`src/rtl/hazard_pipe_tracker_pkg.sv`:
```
// hazard_pipe_tracker_pkg: shared pipeline constants, FSM encoding and load-opcode helper.
package hazard_pipe_tracker_pkg;

    typedef enum logic {
        ST_RUN   = 1'b0,
        ST_FLUSH = 1'b1
    } state_e;

    // Bubble is all-zero in every field; sliced down to the tag width by users.
    localparam logic [63:0] BUBBLE_TAG = '0;

    localparam int unsigned OP_LW   = 6;
    localparam int unsigned OP_LOAD = 8;

    function automatic logic is_load_op(input int unsigned op);
        return (op == OP_LW) || (op == OP_LOAD);
    endfunction

endpackage

```
`src/rtl/hazard_pipe_tracker_tag_stage_reg.sv`:
```
// tag_stage_reg: one pipeline tag register with async active-low reset to bubble.
module tag_stage_reg #(
    parameter int W = 11
) (
    input  logic         clk,
    input  logic         rst_n,
    input  logic [W-1:0] d_i,
    output logic [W-1:0] q_o
);
    import hazard_pipe_tracker_pkg::*;

    logic [W-1:0] tag_q;

    always_ff @(posedge clk or negedge rst_n) begin
        if (!rst_n) tag_q <= BUBBLE_TAG[W-1:0];
        else        tag_q <= d_i;
    end

    assign q_o = tag_q;

endmodule

```
`src/rtl/hazard_pipe_tracker.sv`:
```
// hazard_pipe_tracker: EX/MEM/WB destination-tag pipe with flush FSM, stall holds
// and saturating stall/flush event counters.
module hazard_pipe_tracker #(
    parameter int REG_W = 4,
    parameter int OP_W  = 6,
    parameter int CNT_W = 16
) (
    input  logic             clk,
    input  logic             rst_n,
    input  logic             dec_valid,
    input  logic [REG_W-1:0] dec_rd,
    input  logic             dec_rw,
    input  logic [OP_W-1:0]  dec_op,
    input  logic             stall_in,
    input  logic             flush,
    input  logic             cnt_clr,
    output logic [REG_W-1:0] rd2,
    output logic [REG_W-1:0] rd3,
    output logic [REG_W-1:0] rd4,
    output logic             rw2,
    output logic             rw3,
    output logic             rw4,
    output logic [OP_W-1:0]  op2,
    output logic             pc_hold,
    output logic             ifid_hold,
    output logic             flush_busy,
    output logic [CNT_W-1:0] stall_cnt,
    output logic [CNT_W-1:0] flush_cnt
);
    import hazard_pipe_tracker_pkg::*;

    localparam int TW = REG_W + 1 + OP_W;
    localparam int RW = REG_W + 1;

    state_e           state_q, state_d;
    logic [CNT_W-1:0] stall_cnt_q, stall_cnt_d, flush_cnt_q, flush_cnt_d;
    logic [TW-1:0]    new_tag, s2;
    logic [RW-1:0]    s3, s4;
    logic             busy, hold, squash;

    // Holds are gated by rst_n so they read 0 while reset is asserted.
    always_comb begin
        busy        = state_q == ST_FLUSH;
        hold        = rst_n & stall_in & ~flush & ~busy;
        squash      = stall_in | flush | busy;
        new_tag     = squash ? BUBBLE_TAG[TW-1:0] : {dec_rd, dec_rw & dec_valid, dec_op};
        state_d     = flush ? ST_FLUSH : ST_RUN;
        stall_cnt_d = cnt_clr ? '0 : (hold && !(&stall_cnt_q)) ? stall_cnt_q + 1'b1 : stall_cnt_q;
        flush_cnt_d = cnt_clr ? '0 : (flush && !(&flush_cnt_q)) ? flush_cnt_q + 1'b1 : flush_cnt_q;
    end

    always_ff @(posedge clk or negedge rst_n) begin
        if (!rst_n) begin
            state_q     <= ST_RUN;
            stall_cnt_q <= '0;
            flush_cnt_q <= '0;
        end else begin
            state_q     <= state_d;
            stall_cnt_q <= stall_cnt_d;
            flush_cnt_q <= flush_cnt_d;
        end
    end

    // Only EX needs the opcode; MEM and WB carry just {rd, rw}.
    tag_stage_reg #(.W(TW)) u_stage2 (.clk(clk), .rst_n(rst_n), .d_i(new_tag),        .q_o(s2));
    tag_stage_reg #(.W(RW)) u_stage3 (.clk(clk), .rst_n(rst_n), .d_i(s2[TW-1:OP_W]),  .q_o(s3));
    tag_stage_reg #(.W(RW)) u_stage4 (.clk(clk), .rst_n(rst_n), .d_i(s3),             .q_o(s4));

    assign {rd2, rw2, op2} = s2;
    assign {rd3, rw3}      = s3;
    assign {rd4, rw4}      = s4;
    assign pc_hold         = hold;
    assign ifid_hold       = hold;
    assign flush_busy      = busy;
    assign stall_cnt       = stall_cnt_q;
    assign flush_cnt       = flush_cnt_q;

endmodule

```
`config.mk`:
```
export PLATFORM = sky130hd
export DESIGN_NAME = hazard_pipe_tracker
export DESIGN_NICKNAME = d
export VERILOG_FILES = /design/src/rtl/hazard_pipe_tracker_pkg.sv /design/src/rtl/hazard_pipe_tracker_tag_stage_reg.sv /design/src/rtl/hazard_pipe_tracker.sv
export SDC_FILE = /design/constraint.sdc
export NUM_CORES = 1
export LEC_CHECK = 0
export BUFFER_PORTS_ARGS = -buffer_cell sky130_fd_sc_hd__buf_4
export CAP_MARGIN = 10
export CORE_MARGIN = 5
export CORE_UTILIZATION = 30
export DETAILED_ROUTE_END_ITERATION = 8
export HOLD_SLACK_MARGIN = 0.1
export RECOVER_POWER = 50
export SETUP_SLACK_MARGIN = 0.15
export SYNTH_ARGS = -nofsm -noshare
export SYNTH_HDL_FRONTEND = slang
export SYNTH_SLANG_ARGS = --single-unit
```
`constraint.sdc`:
```
create_clock -name clk -period 5.6 [get_ports clk]
set_clock_uncertainty 0.05 [all_clocks]
set_input_delay 0.84 -clock clk [delete_from_list [all_inputs] [get_ports clk]]
set_output_delay 0.84 -clock clk [all_outputs]
set_load 0.005 [all_outputs]
```
**Word level (Yosys, flattened, before mapping)**

Index checks and enable logic that the tools add are counted.

- Word-level logic and storage cells: 30
- Output and inout bits: 56
- Flip-flop bits (word level): 54
- Input port bits: 17

- Bitwise logic cells: 8
- Multiplexer cells: 6
- Add/subtract/negate cells: 2
- Reduce and logical (&&, ||, !) cells: 8

Operators by type and width:

| kind | count |
|---|---|
| 16-bit 2-to-1 mux | 4 |
| 16-bit by 1-bit adder with 16-bit output, second input constant | 2 |
| 16-bit AND reduction | 2 |
| 11-bit 2-to-1 mux | 1 |
| 1-bit AND | 4 |
| 2-bit nonzero test | 2 |
| 1-bit logical AND | 2 |
| 1-bit zero test | 2 |
| 1-bit inverter | 2 |
| 1-bit OR | 2 |
| 1-bit 2-to-1 mux | 1 |

**Depth between registers and ports, before layout**

Gate-level depths: netlist of the first run.

- Depth in word-level cells: 6
- Gate-level depth with buffers: 7
- Gate-level depth less buffers: 5

**Cells and area by module**

From an unflattened synthesis of the first run, not the netlist that was laid out.

- Cell total of the unflattened synthesis: 230
- Area total of the unflattened synthesis: 2,521.2 um2

By module, submodules not included:

| module | sequential area each (um2) | instances | cells each | area each (um2) |
|---|---|---|---|---|
| hazard_pipe_tracker | 825.8 | 1 | 209 | 1,995.7 |
| tag_stage_reg (u_stage2) | 275.3 | 1 | 11 | 275.3 |
| tag_stage_reg (u_stage3 ...) | 125.1 | 2 | 5 | 125.1 |

**Worst setup path after synthesis of the first run**

No wires, ideal clock.

- Path kind: in2out
- From: in flush
- To: out pc_hold
- Buffers on the path: 4
- Required time: 4,710 ps
- Stages on the path: 6
- Arrival time: 1,808 ps
- Path slack: 2,902 ps
- Path through: buf_6 -> nand4bb_1 -> clkbuf_1 -> clkbuf_1 -> inv_1 -> buf_4

- Longest elaborated chain between the ends: 3

RTL lines:

| element | RTL line | source |
|---|---|---|
| start, declared | hazard_pipe_tracker.sv:15 | `input logic flush,` |
| 1-bit inverter | hazard_pipe_tracker.sv:44 | `hold = rst_n & stall_in & ~flush & ~busy;` |
| 1-bit AND (2 in a row) | hazard_pipe_tracker.sv:44 |  |
| end, declared | hazard_pipe_tracker.sv:24 | `output logic pc_hold,` |

Every way passes these cells.

**Final worst setup path of the first run**

- From: in rst_n
- To: reg stall_cnt_q[13], in the netlist stall_cnt[13]

- Longest elaborated chain between the ends: 5

RTL lines:

| element | RTL line | source |
|---|---|---|
| start, declared | hazard_pipe_tracker.sv:9 | `input logic rst_n,` |
| 1-bit AND (3 in a row) | hazard_pipe_tracker.sv:44 |  |
| 1-bit logical AND | hazard_pipe_tracker.sv:48 | `stall_cnt_d = cnt_clr ? '0 : (hold && !(&stall_cnt_q)) ? stall_cnt_q + 1'b1 : stall_cnt_q;` |
| 2-bit nonzero test (no line) | n/a |  |
| end signal, assigned | hazard_pipe_tracker.sv:59 | `stall_cnt_q <= stall_cnt_d;` |
| end, declared | hazard_pipe_tracker.sv:36 | `logic [CNT_W-1:0] stall_cnt_q, stall_cnt_d, flush_cnt_q, flush_cnt_d;` |

Every way passes these cells.
A chain may end at the register's enable or synchronous reset.

==> results of run 1 <==
[synthesized netlist by cell type (8+ instances only)]
library cell / count / area share (%)
nand2_1: 10 / 1.5
clkbuf_1: 9 / 1.4
o21ai_0: 8 / 1.6
and2_1: 11 / 2.8
nand4_1: 10 / 2.5
a21oi_1: 22 / 4.5
o31ai_1: 12 / 3.6
nor2_1: 10 / 1.5
or3_1: 10 / 2.5
inv_1: 11 / 1.7
dfrtp_1: 54 / 55
nand3_1: 8 / 1.6
or4_1: 13 / 3.9
[worst max-delay path, stage by stage]
cell,delay (ns)
buf_4,0.52
nand4bb_1,0.17
buf_4,0.24
or4_1,0.66
nor4_1,0.33
mux2_1,0.36
[metal layers]
metal / track usage [%] / share of wire [%] / vias up
met4: 2.69 / 0.74 / 0
li1: - / - / 1041
met5: 0 / 0 / -
met3: 4.01 / 7.0 / 6
met2: 20.5 / 48 / 66
met1: 16.7 / 44 / 1104
[cells by family after synthesis]
| group | Yosys count | share of synthesized area (%) |
|---|---|---|
| DFF | 54 | 54.7 |
| muxes | 5 | 2.13 |
| and+or+nand+nor | 100 | 23.8 |
| buffers and inverters | 24 | 4.20 |
| AOI/OAI and AO/OA | 56 | 14.2 |
| adders and majority gates | 2 | 1.01 |
[layout by cell type, fill, tap and decap left out, types with 2 or more instances in the layout]
cell type   netlist  routed
nand2_1          10      10
nor3_1            6       6
nor4_1            7       6
or4_1            13      13
clkinvlp_4        0       2
clkbuf_1          9       2
and2_1           11      11
clkbuf_4          0      16
or3_1            10      10
buf_4             1      56
clkbuf_8          0       5
o31ai_1          12      12
nand3_1           8       8
nor2_1           10      10
nor4b_1           2       2
dfrtp_1          54      54
a21oi_1          22      22
inv_1            11      11
ha_1              2       2
nand2b_1          2       2
or2_2             2       2
mux2i_1           3       3
nand4_1          10      10
o21ai_0           8       8
a31oi_1           3       3
and3_1            4       4
a211oi_1          3       3
nor2b_1           2       2
a41oi_1           2       2
[final cells by class]
cell class	count	area (um2)	area share (%)
Clock buffer	5	68.8	2.16
Clock inverter	2	15.0	0.472
Inverter	11	41.3	1.30
Multi-Input combinational cell	163	1020	32.1
Sequential cell	54	1350	42.5
Tap cell	105	131	4.13
Timing Repair Buffer	75	553	17.4
[power by group through the flow]
stage          logic [mW]  clock network (mW)  registers [mW]
3_3_place_gp       0.0402                   0           0.407
2_1_floorplan      0.0126                   0           0.407
4_1_cts            0.0410               0.225           0.399
5_1_grt            0.0440               0.242           0.400
3_5_place_dp       0.0409                   0           0.407
6_report           0.0384               0.213           0.399
[worst max-delay path by stage]
stage	from	end
2_1_floorplan	flush	pc_hold
3_3_place_gp	rst_n	stall_cnt[13]
3_5_place_dp	rst_n	stall_cnt[13]
4_1_cts	rst_n	stall_cnt[13]
5_1_grt	rst_n	stall_cnt[13]
6_report	rst_n	stall_cnt[13]
[registers in the layout, indices dropped and copies added (netlist names)]
signal,cells
flush_cnt,16
u_stage2.q_o,11
u_stage3.q_o,5
u_stage4.q_o,5
stall_cnt,16
flush_busy,1
[through the flow]
step                instances  hold slack, ns  cell area, um2
detailed placement        407           0.312            3100
global placement          407           0.314            3100
finish                    415           0.328            3180
CTS                       414           0.336            3190
floorplan                 241           0.326            2470
global route              415           0.339            3180
==> flow_summary.toml, run 1 <==
[placed_design]
gp_congestion = 0.777
place_hpwl_mm = 4.43
dp_slack_ns = 2.22
io_buffers = 72

[sta]
fmax_ghz = 0.329
maxSlewViolCount = 0
setup_tns_ns = 0
hold_violations = 0
grt_setup_unrepaired = "no"
fin_crit_sh_pct = 54.3
slew_headroom_pct = 40.9
setup_viol = 0
worst_pin_slew_ns = 0.879
min_period_ns = 3.04
fin_ws_ns = 2.56

[routing]
vias_per_cell = 5.34
ant_nets = 0
drt-total-wl_mm = 6.19
vias = 2217
drt_iter0_markers = 102
dr.pass1.iters = 6
route.detailed.drc = 0
wl_per_cell_um = 14.9

[grt]
gr-total-overflow = 0
grt_pass1_wl_mm = 10.5
grt_usage_pct = 12.7
grt_max_degree = 56
grt_pass1_vias = 2205
grt_antenna_before_repair = 0

[min_path]
hold_path_class = "register to register"
worstHoldStart = "u_stage3.q_o[1]"
hold_depth = 0
worst_hold_path.endpoint = "u_stage4.q_o[1]"

[layout]
drive_above_1_share_pct = 27.4
n_fill_cell = 822
num-nets-final = 329
area_delta_synth_final_pct = 28.8
finalCoreUtilization_pct = 39.1
num_antenna_cells = 0

[floorplan]
die-height_um = 101
dieArea_um2 = 10200
start_util_pct = 30.4
coreArea_um2 = 8130
boundaryPins = 73
std_cell_rows = 33
die_x_um = 101

[synthesis]
synthFlopType = "dfrtp_1"
synthArstFlopShare_pct = 100
netlist_instances = 241
synth_fp_nets = 260
ys_ff_latch = 54
synth.distinct_cells = 39
avgSynthCellArea_um2 = 10.3
synthesis.area_um2 = 2470
yosys_warnings = 0
synth-edff-count = 0
synth-seq-area-share_pct = 54.7

[clock_network]
clock_path_buffers = 2
post-cts-setup-buffer-count = 0
ctsHoldBuffers = 0
clk_latency_ns = 0.31
htreeDepth = 2
cts_tree = "yes"
cts_buffers = 5
root_buffer = "clkbuf_8"
cts.sinks = 54
cts.repair.resized = 0
clk_pin_slew_ns = 0.10

[power_and_ir_drop]
seqPwrFrac_pct = 61.3
p_clk_share_pct = 32.8
p_total_mw = 0.651
swShare_pct = 23.5
comb_power_share_pct = 5.9
ir_worst_vdd_mv = 0.0812
switching_power_mw = 0.153
p_int_mw = 0.498
p_per_area_nw_per_um2 = 204
power_leakage_nw = 1.38

[worst_setup_path]
required_ns = 5.75
critPathArrivalTime_ns = 3.19
r2r_start = "stall_cnt[0]"
cp-end-kind = "register"
r2r_cells = 6
critPathMaxFanout = 55
critical_path_class = "primary input to register"
ff2ff_setup_slack_ns = 3.14
cp-start-kind = "primary input"
r2r_end = "stall_cnt[13]"

[run_status]
outcome = "finished, final reports clean"

[flow_run]
cap_violations = 0
No activity file was read; power rests on OpenSTA's default activity.
==> run 2: changes to the inputs <==
Clock period 5.6 ns to 2.7 ns, I/O delays scaled along.
==> flow_summary.toml, run 2 (synthesis results as in run 1) <==
[power_and_ir_drop]
p_per_area_nw_per_um2 = 447
p_total_mw = 1.44
ir_worst_vdd_mv = 0.286
power_leakage_nw = 1.41

[layout]
finalInstanceArea_um2 = 3220
num_antenna_cells = 0
area_delta_synth_final_pct = 30.4
final_common_cell = "buf_4"
n_fill_cell = 793
layout_common_cells = "68 x buf_4, 54 x dfrtp_1, 22 x a21oi_1"
num-nets-final = 332
drive_above_1_share_pct = 27.7
finalCoreUtilization_pct = 39.6
multiInputGateArea_um2 = 1020
instances_no_fill = 419
regArea_um2 = 1350

[sta]
hold_violations = 0
maxSlewViolCount = 0
fmax_ghz = 0.465
setup_tns_ns = 0
min_period_ns = 2.15
worst_pin_slew_ns = 1.33
fin_hold_ws_ns = 0.254
setup_viol = 0
slew_headroom_pct = 11.6
fin_crit_sh_pct = 79.7
grt_setup_unrepaired = "no"
fin_ws_ns = 0.549

[worst_setup_path]
cp-end-kind = "register"
cp_slowest_stage_delay_ns = 0.43
required_ns = 2.85
critPathArrivalTime_ns = 2.30
critical_path_class = "register to register"
critPathMaxFanout = 6
cp-start-kind = "register"
critical_path.slowest_cell = "dfrtp_1"
path_cells = "ha_1 > nand4_1 > nor4_1 > nor4b_1 > mux2_2"

[grt]
grt_antenna_before_repair = 0
use_met2_pct = 20.2
grtUsageMet3_pct = 4.22
grt_usage_pct = 12.8
grt_pass1_wl_mm = 10.4
gr-total-overflow = 0
grtUsageMet1_pct = 16.9
top_usage_layer = "met2"
grt_pass1_vias = 2160
grt_max_degree = 55

[routing]
dr.pass1.iters = 4
drt_iter0_markers = 87
drt-total-wl_mm = 6.19
vias_per_cell = 5.22
vias = 2186
wl_per_cell_um = 14.8
ant_nets = 0
route.detailed.drc = 0

[placed_design]
dp.cells = 411
place_area_um2 = 3130
gp_congestion = 0.793
place_hpwl_mm = 4.49
io_buffers = 72
dp_slack_ns = 0.422

[floorplan]
boundaryPins = 73
coreArea_um2 = 8130
start_util_pct = 30.4
dieArea_um2 = 10200
die_x_um = 101
die-height_um = 101
std_cell_rows = 33

[clock_network]
cts_buffers = 5
clock_path_buffers = 2
post-cts-setup-buffer-count = 0
clk_pin_slew_ns = 0.10
clk_latency_ns = 0.31
cts.sinks = 54
cts_tree = "yes"
ctsHoldBuffers = 0
cts.repair.resized = 0
htreeDepth = 2
root_buffer = "clkbuf_8"

[flow_run]
cap_violations = 0

[min_path]
hold_path_class = "primary input to register"

[run_status]
outcome = "finished, final reports clean"
[run 2: final cells by class]
| class | instances | area share, % |
|---|---|---|
| clock buffer | 5 | 2.14 |
| clock inverter | 3 | 1.24 |
| inverter | 11 | 1.28 |
| multi-input combinational | 163 | 31.7 |
| sequential | 54 | 41.9 |
| tap | 105 | 4.08 |
| timing repair buffer | 78 | 17.6 |
[run 2: final timing paths]
kind / from / endpoint / slack [ns] / depth (start not counted)
min: dec_op[5] / u_stage2.q_o[5] / 0.25 / 2
max reg2reg: stall_cnt[1] / stall_cnt[12] / 0.55 / 5
min reg2reg: u_stage3.q_o[1] / u_stage4.q_o[1] / 0.33 / 0
max: stall_cnt[1] / stall_cnt[12] / 0.55 / 5
min in group asynchronous: rst_n / flush_cnt[8] / 0.55 / 2
max in group asynchronous: rst_n / flush_busy / 1.25 / 2
[run 2: power breakdown]
| part | switching (mW) | internal [mW] |
|---|---|---|
| clock network | 0.259 | 0.273 |
| logic | 0.0447 | 0.0363 |
| registers | 0.00863 | 0.819 |
| total | 0.312 | 1.13 |
[run 2: layer usage]
layer | vias up | wire length [um]
li1 | 1037 | -
met1 | 1071 | 2820
met2 | 69 | 2860
met3 | 9 | 444
met4 | 0 | 74
met5 | - | 0
[run 2: worst max-delay path: cells and delay by family, from the launching register on]
family                   cells  cell delay (ns)
multiplexers                 1             0.38
flip-flops                   1             0.43
AND/OR/NAND/NOR              3             0.96
adder cells (fa/ha/maj)      1             0.22
==> run 3: changes to the inputs <==
Clock period 2.7 ns to 1.95 ns, I/O delays scaled along.
==> flow_summary.toml, run 3 (synthesis results as in run 1) <==
[placed_design]
io_buffers = 72
place_hpwl_mm = 4.71
gp_congestion = 0.794
place_area_um2 = 3320

[power_and_ir_drop]
power_leakage_nw = 1.66
comb_power_share_pct = 6.6
p_per_area_nw_per_um2 = 530
ir_worst_vdd_mv = 0.272
swShare_pct = 24.6
p_int_mw = 1.46
switching_power_mw = 0.477
p_clk_share_pct = 34.3
seqPwrFrac_pct = 59.1

[sta]
hold_violations = 0
min_period_ns = 1.84
fin_crit_sh_pct = 94.6
slew_headroom_pct = 10.2
maxSlewViolCount = 0
grt_setup_unrepaired = "yes"
worst_pin_slew_ns = 1.35
fmax_ghz = 0.542
setup_viol = 0

[worst_setup_path]
critPathMaxFanout = 4
cp-start-kind = "register"
cp-end-kind = "register"
ff2ff_setup_slack_ns = 0.11
critical_path_class = "register to register"
cp_slowest_stage_delay_ns = 0.42
path_cells = "ha_2 > nand4_1 > buf_6 > or3_4 > or4_4 > a21oi_2"
critical_path.slowest_cell = "or4_4"
required_ns = 2.14
critPathArrivalTime_ns = 2.03

[clock_network]
root_buffer = "clkbuf_8"
htreeDepth = 2
clock_path_buffers = 2
cts.sinks = 54
cts_tree = "yes"
clk_pin_slew_ns = 0.10
ctsHoldBuffers = 0
clk_latency_ns = 0.31
cts_buffers = 5

[layout]
area_delta_synth_final_pct = 48.0
num-nets-final = 374
finalInstanceArea_um2 = 3660
drive_above_1_share_pct = 40.4
multiInputGateArea_um2 = 1140
layout_common_cells = "103 x buf_4, 51 x dfrtp_1, 21 x a21oi_1"
regArea_um2 = 1360
num_antenna_cells = 0
n_fill_cell = 792
finalCoreUtilization_pct = 45.0
final_common_cell = "buf_4"

[routing]
wl_per_cell_um = 14.7
route.detailed.drc = 0
vias = 2369
dr.pass1.iters = 4
ant_nets = 0
vias_per_cell = 5.14
drt_iter0_markers = 126
drt-total-wl_mm = 6.77

[grt]
grt_usage_pct = 13.7
grt_antenna_before_repair = 0
grt_pass1_wl_mm = 11.3
grt_pass1_vias = 2319
gr-total-overflow = 0
grt_max_degree = 55

[floorplan]
coreArea_um2 = 8130
die-height_um = 101
die_x_um = 101
dieArea_um2 = 10200
std_cell_rows = 33
start_util_pct = 30.4
boundaryPins = 73

[run_status]
outcome = "finished, final reports clean"

[flow_run]
cap_violations = 0

[min_path]
hold_path_class = "primary input to register"
## run 3: power groups by stage
stage / clock network, mW / registers, mW / logic (mW)
3_5_place_dp: 0 / 1.17 / 0.130
4_1_cts: 0.700 / 1.15 / 0.138
5_1_grt: 0.739 / 1.15 / 0.146
6_report: 0.666 / 1.14 / 0.128
2_1_floorplan: 0 / 1.17 / 0.0366
3_3_place_gp: 0 / 1.17 / 0.129
## run 3: routing by layer
layer	GRT usage, %	part of all wire [%]
met5	0	0
met4	3.11	0.71
met3	4.01	7.2
met2	21.9	49
met1	18.5	43
## run 3: critical path: cells and delay by family (launching register included)
| family | cells | cell delay, ns |
|---|---|---|
| adders and majority gates | 1 | 0.20 |
| buffers and inverters | 1 | 0.15 |
| DFF | 1 | 0.40 |
| and+or+nand+nor | 3 | 0.84 |
| AOI/OAI and AO/OA | 1 | 0.12 |
## run 3: what timing repair did
action / CTS / global route
setup endpoints to repair: 12 / 25
pin swaps: 4 / 9
setup buffers: 15 / 4
cloned: 0 / 1
gates resized for setup: 9 / 12
## run 3: cell type report
| class | count | share of cell area, % |
|---|---|---|
| Timing Repair Buffer | 120 | 24.4 |
| Sequential cell | 54 | 37.1 |
| Inverter | 11 | 1.13 |
| Multi-Input combinational cell | 163 | 31.2 |
| Clock buffer | 5 | 1.88 |
| Tap cell | 105 | 3.59 |
| Clock inverter | 3 | 0.787 |
## run 3: final timing paths
check                                start               to  cells past startpoint
setup / recovery              stall_cnt[1]    stall_cnt[14]                      6
hold / removal                   dec_op[4]  u_stage2.q_o[4]                      2
setup reg to reg              stall_cnt[1]    stall_cnt[14]                      6
hold reg to reg            u_stage2.q_o[7]  u_stage3.q_o[1]                      0
max in group asynchronous            rst_n     flush_cnt[0]                      2
min in group asynchronous            rst_n    stall_cnt[12]                      2
## run 3: per-stage QoR
step | power [mW] | std cells | hold slack, ns | setup TNS, ns | setup WS [ns]
3_3_place_gp | 1.30 | 433 | 0.311 | 0 | 0.0367
6_report | 1.94 | 461 | 0.129 | 0 | 0.106
5_1_grt | 2.03 | 461 | 0.117 | 0 | 0.0308
4_1_cts | 1.98 | 456 | 0.116 | 0 | 0.0804
2_1_floorplan | 1.20 | 241 | -0.0531 | 0 | 0.0783
3_5_place_dp | 1.30 | 433 | 0.312 | -0.0143 | -0.0143
